File: src/rtl/regfile_scoreboard.sv
// Register file with per-register pending (scoreboard) bits, NR async read ports, one sync write port.
// Optional same-cycle write-to-read bypass: define REGFILE_BYPASS_EN.
module regfile_scoreboard #(
  parameter int B  = 32,
  parameter int W  = 5,
  parameter int NR = 2
) (
  input  logic            clk,
  input  logic            reset,
  input  logic            wr_en,
  input  logic [W-1:0]    w_addr,
  input  logic [B-1:0]    w_data,
  input  logic [NR*W-1:0] r_addr,
  output logic [NR*B-1:0] r_data,
  input  logic            rsv_en,
  input  logic [W-1:0]    rsv_addr,
  output logic [NR-1:0]   busy,
  output logic [W:0]      pend_cnt
);

  localparam int DEPTH = 1 << W;

  logic [B-1:0]     regs_reg [DEPTH];
  logic [DEPTH-1:0] pend_reg;
  logic [DEPTH-1:0] pend_next;
  logic [W:0]       pend_cnt_reg;
  logic [W:0]       pend_cnt_next;

  logic wr_hit;
  logic rsv_hit;
  logic set_inc;
  logic clr_dec;

  assign wr_hit  = wr_en && (w_addr != '0);
  assign rsv_hit = rsv_en && (rsv_addr != '0);

  // A reserve to the register being written wins: the younger producer keeps it pending.
  always_comb begin
    set_inc   = rsv_hit && !pend_reg[rsv_addr];
    clr_dec   = wr_hit && pend_reg[w_addr] && !(rsv_hit && (rsv_addr == w_addr));
    pend_next = pend_reg;
    if (wr_hit) pend_next[w_addr] = 1'b0;
    if (rsv_hit) pend_next[rsv_addr] = 1'b1;
    pend_cnt_next = pend_cnt_reg + (W+1)'(set_inc) - (W+1)'(clr_dec);
  end

  always_ff @(posedge clk) begin
    if (reset) begin
      for (int i = 0; i < DEPTH; i++) regs_reg[i] <= '0;
      pend_reg     <= '0;
      pend_cnt_reg <= '0;
    end else begin
      if (wr_hit) regs_reg[w_addr] <= w_data;
      pend_reg     <= pend_next;
      pend_cnt_reg <= pend_cnt_next;
    end
  end

  assign pend_cnt = pend_cnt_reg;

  genvar gi;
  generate
    for (gi = 0; gi < NR; gi++) begin : g_rd
      logic [W-1:0] addr;
      assign addr = r_addr[gi*W +: W];
`ifdef REGFILE_BYPASS_EN
      logic byp;
      logic keep_busy;
      assign byp       = wr_hit && (w_addr == addr);
      assign keep_busy = rsv_hit && (rsv_addr == addr);
      assign r_data[gi*B +: B] = (addr == '0) ? '0 : (byp ? w_data : regs_reg[addr]);
      assign busy[gi] = (addr != '0) && pend_reg[addr] && (!byp || keep_busy);
`else
      assign r_data[gi*B +: B] = (addr == '0) ? '0 : regs_reg[addr];
      assign busy[gi] = (addr != '0) && pend_reg[addr];
`endif
    end
  endgenerate

endmodule

File: config.mk
export PLATFORM = sky130hd
export DESIGN_NAME = regfile_scoreboard
export DESIGN_NICKNAME = d
export VERILOG_FILES = /design/src/rtl/regfile_scoreboard.sv
export SDC_FILE = /design/constraint.sdc
export NUM_CORES = 2
export LEC_CHECK = 0
export BUFFER_PORTS_ARGS = -buffer_cell sky130_fd_sc_hd__clkbuf_2
export CAP_MARGIN = 20
export CORE_UTILIZATION = 45
export CTS_CLUSTER_DIAMETER = 50
export DETAILED_ROUTE_END_ITERATION = 8
export GPL_ROUTABILITY_DRIVEN = 1
export PLACE_DENSITY = 0.62
export SLEW_MARGIN = 30
export SYNTH_ARGS = -nofsm -noshare
export SYNTH_HDL_FRONTEND = slang
export SYNTH_SLANG_ARGS = --single-unit
File: constraint.sdc
create_clock -name clk -period 6 [get_ports clk]
set_input_delay 0.6 -clock clk [delete_from_list [all_inputs] [get_ports clk]]
set_output_delay 0.6 -clock clk [all_outputs]
set_load 0.02 [all_outputs]
Yosys cells after proc, flatten, opt, wreduce, memory -nomap -nowiden
Memory sizes are Yosys's and may differ from the RTL's.
Cells that the tools add are included.
W data, S select, Z words.
{"block": "classes", "n_addsub": 2, "mul": 0, "div": 0, "magnitude_cmp": 6, "n_eq_ne": 1, "shifts": 0, "n_mux": 24, "n_bitwise": 3, "reduce_logical": 19}
{"op": "$mux W32", "n": 5}
{"op": "$and A32 B32 Y32", "n": 1}
{"op": "$not A32 Y32", "n": 1}
{"op": "$or A32 B32 Y32", "n": 1}
{"op": "$reduce_or A32 Y1", "n": 1}
{"op": "$lt A5 B6 Y1 const B", "n": 4}
{"op": "$bmux W1 S5", "n": 4}
{"op": "$reduce_bool A5 Y1", "n": 4}
{"op": "$mux W1", "n": 12}
{"op": "$demux W1 S5", "n": 2}
{"op": "$ge A5 B1 Y1 const B", "n": 2}
{"op": "$logic_and A1 B1 Y1", "n": 10}
{"op": "$logic_not A5 Y1", "n": 2}
{"op": "$add A6 B1 Y6", "n": 1}
{"op": "$sub A6 B1 Y6", "n": 1}
{"op": "$eq A5 B5 Y1", "n": 1}
{"op": "$mux W5", "n": 1}
{"op": "$logic_not A1 Y1", "n": 2}
{"block": "totals", "register_bits": 38, "latch_bits": 0, "mem_bits_rw": 1024, "rom_bits": 0, "out_inout_bits": 72, "wordCells": 58, "memories": 1}
{"memory": "regs_reg", "words": 32, "width": 32, "read_ports": 2, "rd_clocked_by_memory_dff": 0, "wr": 32, "line_no": "23", "rtl": "logic [B-1:0] regs_reg [DEPTH];"}

Depth between registers and ports, before layout
{"block": "depth", "depth_word": 9, "depth_mapped": 14}

Least setup slack after synthesis
OpenSTA, ideal clock, no wires.
{"block": "synth_timing", "kind": "input to register", "startpoint": "input port w_addr[0]", "endpoint": "memory regs_reg[15][0], enable pin", "t_arrival_ps": 3756, "required_time_ps": 5528, "setup_slack_ps": 1771, "cell_stages": 4, "path_buffers": 2, "path_cell_list": "buf_2 buf_2 nand3_1 o31ai_1"}
{"item": "start, declared", "line_no": "11", "rtl": "input logic [W-1:0] w_addr,"}
{"item": "end, declared", "line_no": "23"}

Worst setup path after layout
{"block": "layout_timing", "startpoint": "input port r_addr[0]", "endpoint": "output port r_data[27]"}
{"block": "layout_via", "elab_chain_len": 2}
{"item": "start, declared", "line_no": "13", "rtl": "input logic [NR*W-1:0] r_addr,"}
{"item": "$mem_v2 Z32 W32 or $logic_not A5 Y1 (tied branches)"}
{"item": "$mux W32 (*)", "line_no": "74", "rtl": "assign r_data[gi*B +: B] = (addr == '0) ? '0 : regs_reg[addr];"}
{"item": "end, declared", "line_no": "14", "rtl": "output logic [NR*B-1:0] r_data,"}
Every way passes the cells marked *; elsewhere a longest branch is shown, timed or not.

==> results.md <==
STA:
- The clock period could shrink to 4.35 ns.
- In this run the tightest slew margin relative to its limit is 28.6%.
- The post-route worst setup slack is 1.65 ns.
- The total count of hold-check failures in the final report is 0.
- The worst clock skew is 0.0167 ns.
- The transition time at the pin with the least slew margin is 1.07 ns.
- The number of max-slew violations in the final report was 0.
- Setup repair after global routing left no endpoint under its margin.
- The top achievable clock speed is 0.230 GHz.
- The setup-violating endpoint count in the final report is 0.
- Adding up every negative setup slack in the final design gives 0 ns.
- The final clock period utilization by the worst path is 72.5%.

Clock tree:
- After clock tree synthesis, the clock-pin slew on the worst setup and hold paths is 0.05 ns.
- In this run, post-CTS repair resized a total of 0 instances.
- The count of hold buffers inserted by post-cts repair is 0.
- The number of levels the H-tree was split into is 4.
- The number of sinks on the clock net is 1062.
- Once the clock tree was built, the setup fixing pass inserted 0 buffers.
- The CTS buffer count is 130.
- CTS placed an instance of sky130_fd_sc_hd__clkbuf_16 at the clock tree root.
- The latest clock arrival within the worst-skew pair is 0.73 ns.
- The clock passes through at most 3 buffers.
- TritonCTS built the clock tree.

Finish:
- After filler insertion, the fill cell instance count of the layout stands at 10100.
- Leaving out fill and tap cells, the most frequent cell in the layout is sky130_fd_sc_hd__edfxtp_1.
- The share of layout cells above drive strength 1 is 28.3%.
- The count of nets after finishing is 3778.
- Across the whole layout, storage elements account for 0.0315 mm^2.
- The library cells used most frequently in the layout, excluding fill and tap cells, are sky130_fd_sc_hd__edfxtp_1 (1024), sky130_fd_sc_hd__and2_1 (994), sky130_fd_sc_hd__mux4_2 (552).
- Once layout is done, the placed cells without fillers occupy 0.0639 mm^2.
- The area taken by multi-input logic gates is 0.0239 mm^2.
- The post-synthesis to final-layout area growth is 12.6%.
- The register with the most flip-flops in the layout has 1024 of them.
- The utilization of the core after routing is 51.4%.

Logic synthesis:
- Sequential elements use 55.5% of the synthesized area.
- The synthesized netlist contains 48 unique library cells.
- The synthesized design contains 1024 enable-type register cells.
- The flip-flop and latch count after synthesis is 1062.
- The most used flip-flop cell after synthesis is sky130_fd_sc_hd__edfxtp_1.
- Yosys printed 0 warnings.
- In this run the mean area of a mapped cell was 15.3 um^2.
- The synthesized netlist devotes 0.139% of its cell area to XOR and XNOR gates.
- In the synthesized netlist, the number of instances is 3712.
- The netlist area before placement is 0.0568 mm^2.
- The post-synthesis adder-cell area fraction is 0.167%.
- The fraction of synthesized area in multiplexers is 24.6%.
- The area share of and/or/nand/nor cells after synthesis is 12.7%.
- The compound-gate portion of the synthesized area is 3.31%.
- The share of synthesized flip-flops with an asynchronous set or reset is 0%.
- After synthesis, the largest family of logic cells by area is multiplexers.

Global routing:
- The global-route wire length before repair is 264000 um.
- The via count of the first global-routing pass was 34800.
- The sum of overflow across all layers after global routing is 0.
- The met2 track demand over resource in global routing is 46.6%.
- In the global route stage, met1 resource usage came out at 41.0%.
- Global routing consumed, on the met3 layer, 6.54% of the routing resources.
- Entering global routing, the biggest net connects 97 pins.
- The overall global routing resource usage is 29.6%.
- After global routing, the most crowded layer is met2.
- The initial antenna violation count is 21.

Floorplan:
- The floorplan step set the die width to 357 um.
- The floorplan step defined a core boundary enclosing 0.124 mm^2.
- The initial utilization of the core area, before any placement, comes to 45.6%.
- The die is 357 um tall.
- The total die area is 0.128 mm^2.
- The number of standard-cell rows in the floorplan is 129.
- In this run the count of I/O pins placed on the die edge is 128.

Route:
- Dividing the detail-routed wire length by the instance count gives 34.5 um.
- The via count normalized by instance count is 6.46.
- The DRC violation count after routing is 0.
- The first detailed-routing pass ran for 5 iterations.
- The number of nets with antenna violations after detailed routing is 0.
- For this block, the initial DRC count from the detailed router was 5170.
- After detailed routing, the total wire length is 188000 um.
- The final route contains 35200 vias.

Power and ir drop:
- VDD sags by at most 0.169 mV.
- The ratio of total power to cell area is 300 mW/mm^2.
- The static leakage is 22.1 nW.
- Total power for the finished layout comes to 19.2 mW.

Run status:
- The flow ran to the end, and the final reports show no timing, DRC or antenna violations.

Worst hold path:
- The worst hold-check path type is input port to register.

Placement:
- The detailed placement HPWL is 112000 um.
- The congestion estimate from routability-driven global placement came to 0.899.
- The setup slack after placement is 1.71 ns.
- The count of port buffers added during placement is 127.
- The cell area after placement is 0.0596 mm^2.

Worst setup path:
- The slack of the worst reg-to-reg path is 2.78 ns.
- The maximum fanout encountered on the critical timing path is 77.
- The data required time at the worst endpoint is 5.40 ns.
- STA classifies the critical path endpoint as a primary output.
- The type of the worst setup path is input port to primary output.
- At the worst endpoint, the arrival time is 3.75 ns.
- The sort of element at the start of the critical path is an input port.

Job:
- The number of maximum-capacitance violations is 0.
-- area by class of cell --
cell class	count	share of cell area (%)
antenna	4	0.0157
clock buffer	161	5.57
clock inverter	70	1.19
inverter	77	0.452
multi-input combinational	2204	37.4
sequential	1062	49.3
tap	1637	3.20
timing repair buffer	240	2.94
-- worst max-delay path: stages --
cell and delay, ns:
sky130_fd_sc_hd__buf_8 0.48, sky130_fd_sc_hd__buf_12 0.52, sky130_fd_sc_hd__mux4_2 0.37, sky130_fd_sc_hd__mux4_2 0.33
sky130_fd_sc_hd__inv_1 0.07, sky130_fd_sc_hd__a221oi_1 0.71, sky130_fd_sc_hd__clkbuf_2 0.30
-- power breakdown --
part | internal (mW) | total, mW | switching (mW)
clock | 4.85 | 8.00 | 3.15
sequential | 8.55 | 8.76 | 0.205
combinational | 0.955 | 2.41 | 1.45
total | 14.4 | 19.2 | 4.81
-- cell usage after synthesis (all sizes together) (10+ instances only) --
cell type,number,area [um^2]
a221oi,42,368
mux4,552,12400
and2,995,6220
and3,29,181
a21oi,11,55.1
clkbuf,266,998
o21ai,26,130
o211ai,27,203
a21o,12,90.1
nor2b,10,62.6
a211oi,16,120
nor2,39,146
mux2i,124,1240
inv,75,282
mux2,25,282
nand2,81,304
o22ai,16,100
dfxtp,38,761
a22oi,53,398
o221ai,34,298
buf,134,757
edfxtp,1024,30700
-- final timing paths --
path | startpoint | endpoint | cells after the start
worst max-delay path | r_addr[0] | r_data[27] | 7
worst min-delay path | reset | pend_cnt[1]$_SDFF_PP0_ | 2
worst max register to register | pend_reg[23]$_SDFF_PP0_ | pend_cnt[4]$_SDFF_PP0_ | 12
worst min register to register | pend_reg[0]$_SDFF_PP0_ | pend_reg[0]$_SDFF_PP0_ | 1
-- metal layers --
| metal | wire (um) | vias to the layer above |
|---|---|---|
| met4 | 6030 | 4 |
| met3 | 20200 | 354 |
| li1 | - | 14300 |
| met2 | 88400 | 2109 |
| met5 | 27 | - |
| met1 | 73300 | 18500 |
-- stage by stage --
step	hold slack, ns	instances
detailed placement	0.495	5220
global placement	0.489	5209
CTS	0.278	5451
floorplan	0.465	3743
finish	0.299	5455
global route	0.307	5452
-- logic make-up (layout without fill, tap and decap cells) --
kind of cell / Yosys count / count (layout)
AO/OA/AOI/OAI: 252 / 252
XOR/XNOR: 9 / 9
adder cells (fa/ha/maj): 7 / 7
buffers and inverters: 477 / 548
flip-flops: 1062 / 1062
multiplexers: 701 / 701
other: 1 / 36
AND/OR/NAND/NOR: 1203 / 1203
Power figures use the tool's default switching activity.
